===== src/rtl/pc_sequencer.sv =====
// ----------------------------------------------------------------------------
// pc_sequencer : program-counter stage with valid/ack fetch handshake
// Rev 1.0
// ----------------------------------------------------------------------------
`default_nettype none

module pc_sequencer #(
   parameter int                WIDTH    = 4,
   parameter logic [WIDTH-1:0]  RESET_PC = '0
) (
   input  logic             clk,
   input  logic             rst_n,
   input  logic             start,
   input  logic             halt_req,
   input  logic             jmp,
   input  logic [WIDTH-1:0] jmp_addr,
   input  logic             ack,
   output logic [WIDTH-1:0] pc,
   output logic             pc_valid,
   output logic [1:0]       state,
   output logic             wrap
);

   typedef enum logic [1:0] {
      S_IDLE    = 2'b00,
      S_RUN     = 2'b01,
      S_HALT    = 2'b10,
      S_INVALID = 2'b11
   } state_t;

   logic [1:0]       r_state;
   logic [WIDTH-1:0] r_pc;
   logic             r_pc_valid;
   logic             r_wrap;

   state_t           w_state_next;
   logic [WIDTH-1:0] w_pc_next;
   logic             w_wrap_next;
   logic             w_xfer;

   assign w_xfer = r_pc_valid & ack;

   always_comb begin
      w_state_next = state_t'(r_state);
      w_pc_next    = r_pc;
      w_wrap_next  = 1'b0;
      case (r_state)
         S_IDLE: begin
            if (start) w_state_next = S_RUN;
         end
         S_RUN: begin
            // A transfer in the halting cycle still completes.
            if (w_xfer) begin
               w_pc_next   = jmp ? jmp_addr : r_pc + WIDTH'(1);
               w_wrap_next = ~jmp & (&r_pc);
            end
            if (halt_req) w_state_next = S_HALT;
         end
         S_HALT: begin
            if (start) w_state_next = S_RUN;
         end
         default: w_state_next = S_IDLE;
      endcase
   end

   always_ff @(posedge clk or negedge rst_n) begin
      if (!rst_n) begin
         r_state    <= S_IDLE;
         r_pc       <= RESET_PC;
         r_pc_valid <= 1'b0;
         r_wrap     <= 1'b0;
      end else begin
         r_state    <= w_state_next;
         r_pc       <= w_pc_next;
         r_pc_valid <= (w_state_next == S_RUN);
         r_wrap     <= w_wrap_next;
      end
   end

   assign pc       = r_pc;
   assign pc_valid = r_pc_valid;
   assign state    = r_state;
   assign wrap     = r_wrap;

endmodule

`default_nettype wire


===== config.mk =====
export PLATFORM = sky130hd
export DESIGN_NAME = pc_sequencer
export DESIGN_NICKNAME = d
export VERILOG_FILES = /design/src/rtl/pc_sequencer.sv
export SDC_FILE = /design/constraint.sdc
export NUM_CORES = 1
export LEC_CHECK = 0
export CAP_MARGIN = 20
export CORE_AREA = 3 3 40 42
export DETAILED_ROUTE_END_ITERATION = 10
export DIE_AREA = 0 0 43 45
export HOLD_SLACK_MARGIN = 0.1
export PLACE_DENSITY = 0.67
export SLEW_MARGIN = 20
export SYNTH_ARGS = -nofsm -noshare
export SYNTH_HDL_FRONTEND = slang
export SYNTH_SLANG_ARGS = --single-unit

===== constraint.sdc =====
create_clock -name clk -period 2.05 [get_ports clk]
set_input_delay 0.3075 -clock clk [delete_from_list [all_inputs] [get_ports clk]]
set_output_delay 0.3075 -clock clk [all_outputs]
set_load 0.02 [all_outputs]

==> impl_metrics.tcl <==
set metrics [dict create \
    nets 72 \
    antenna_cells 0 \
    floorplan.die.width_um 43 \
    power_leakage_nw 0.266 \
    cpMaxStageDelayCell "clkdlybuf4s50_1" \
    max_freq_mhz 598 \
    ys_seq_area_share_pct 50.3 \
    htree_levels 1 \
    cp_num_buf_inv 1 \
    min_path_type "input pin to async pin" \
    setup_tns_ns 0 \
    crit_required_ns 1.74 \
    holdWs_ns 0.329 \
    cts_sinks 8 \
    postCtsSetupRepairBufs 0 \
    synth_cells 39 \
    ctsResizeCount 0 \
    globalplace.congestion 0.689 \
    crit_chain "clkdlybuf4s50_1" \
    drtIter0Drc 3 \
    pin_count 18 \
    syn_area_um2 398 \
    grt_max_degree 11 \
    power_mw 0.626 \
    drv_slew 0 \
    hpwl_um 628 \
    syn2layout_area_growth_pct 53.8 \
    num_rows 13 \
    cts_hold_buf 0 \
    core_um2 1280 \
    worstSkewPairLatency_ns 0.26 \
    clk_pin_slew_worst_paths_ns 0.06 \
    cp-end-kind "output pin" \
    period_needed_ns 1.67 \
    cts_tree "built" \
    power_density_nw_per_um2 1020 \
    worst_ep_arrival_time_ns 1.37 \
    cp_max_fo 6 \
    firstDrtPassIters 2 \
    synth_seq_cells 8 \
    maxCapViolCount 0 \
    syn_nets 50 \
    setup_viol 0 \
    grt_pass1_vias 355 \
    preCtsSetupSlack_ns 0.369 \
    status "finished clean" \
    vias_per_cell 4.84 \
    slew_headroom_pct 75.3 \
    cts_made_buffers 3 \
    cpLargestDelayFamily "buffers and inverters" \
    via_count 358 \
    instances_no_fill 74 \
    start_util_pct 31.0 \
    setup_ws_ns 0.377 \
    die_h_um 45 \
    cp-start-kind "flip-flop" \
    grt_usage_pct 11.1 \
    grt_pass1_wl_um 1480 \
    period_share_pct 81.6 \
    port_buffers 17 \
    crit_type "flip-flop to output pin" \
    syn_area_per_cell_um2 10.2 \
    clock_skew_ns 0.00346 \
    routed_wl_um 845 \
    dpl.cell_count 71 \
    final_antenna_net_count 0 \
    rsz0062_at_grt "false" \
    cts_root_buf "clkbuf_4" \
    clockBufferDepth 2 \
    report.final.hold_viol_count 0 \
    final_layout_size_suffix_gt1_share_pct 11.9 \
    die_area_um2 1940 \
    ir_drop_mv 0.400 \
    overflow 0 \
    wl_per_cell_um 11.4 \
    synth_warnings 0 \
    crit_path_max_incr_delay_ns 0.65 \
    antenna_found_initial 0 \
    worstMarginPinSlew_ns 0.370 \
    drc 0 \
    fill_cells 135 \
    yosysUniqueCellTypes 18 \
]
-- cell usage after synthesis --
cell      number  area [µm²]
nor4_1         1        6.26
inv_1          1        3.75
o21ai_0        5        25.0
nor2_1         4        15.0
nand3_1        1        5.00
a22oi_1        1        7.51
or4_1          1        7.51
nor2b_1        1        6.26
dfrtp_1        8         200
a21oi_1        2        10.0
nand4b_4       1        23.8
buf_2          1        5.00
nor3b_1        1        7.51
mux2_2         2        22.5
nand2_1        6        22.5
ha_1           1        12.5
o211ai_1       1        7.51
mux2i_1        1        10.0
-- state kept, by name (all words and copies together), names as in the netlist --
| name | count |
|---|---|
| pc | 4 |
| pc_valid | 1 |
| state | 2 |
| wrap | 1 |
-- path summary, 6_finish.rpt --
kind / start / slack, ns / depth (start not counted) / end
worst min register to register: pc[1]$_DFFE_PN0P_ / 0.54 / 2 / pc[1]$_DFFE_PN0P_
max in group asynchronous: rst_n / 1.45 / 1 / pc[0]$_DFFE_PN0P_
worst max-delay path: state[0]$_DFF_PN0_ / 0.38 / 1 / state[0]
worst max register to register: state[1]$_DFF_PN0_ / 0.70 / 3 / pc[3]$_DFFE_PN0P_
min in group clk: pc[1]$_DFFE_PN0P_ / 0.54 / 2 / pc[1]$_DFFE_PN0P_
worst min-delay path: rst_n / 0.33 / 1 / wrap$_DFF_PN0_
-- cell type report --
class                   instances  area [µm²]  area share, %
repair buffers                 18         178           29.0
inverters                       1        3.75          0.613
well taps                      15        18.8           3.07
clock buffers                   3        22.5           3.68
multi-input cells              29         189           30.9
flip-flops and latches          8         200           32.7
-- placed cells by master (no fill, tap or decap), types with 2 or more instances in the layout --
cell type        instances
dfrtp_1                  8
o21ai_0                  5
nand2_1                  6
clkdlybuf4s50_1         17
nor2_1                   4
a21oi_1                  2
clkbuf_4                 3
mux2_2                   2
-- routing by layer --
layer / up-vias / share of wire, % / GRT usage [%]
li1: 181 / - / -
met1: 158 / 41 / 12.2
met2: 15 / 48 / 16.5
met3: 4 / 7.3 / 3.98
met4: 0 / 3.7 / 10.8
met5: - / 0 / 0
-- per-stage QoR --
step | util (%) | cell area [µm²]
finish | 47.6 | 612
floorplan | - | 398
CTS | 47.6 | 612
detailed placement | 45.9 | 589
global placement | 45.9 | 589
global route | 47.6 | 612
-- cells by family (layout without fill, tap and decap cells) --
family                   Yosys count  in the layout  synth area share, %
buffers and inverters              2             22                 2.20
AND/OR/NAND/NOR                   16             16                 23.6
multiplexers                       3              3                 8.18
flip-flops                         8              8                 50.3
AO/OA/AOI/OAI                      9              9                 12.6
adder cells (fa/ha/maj)            1              1                 3.14
-- report_power, final --
part | internal (mW) | switching, mW | leakage [nW] | total [mW]
Sequential | 0.199 | 0.0510 | 0.0976 | 0.250
Combinational | 0.132 | 0.119 | 0.154 | 0.252
Clock | 0.0672 | 0.0568 | 0.0138 | 0.124
Power figures use the tool's default switching activity.
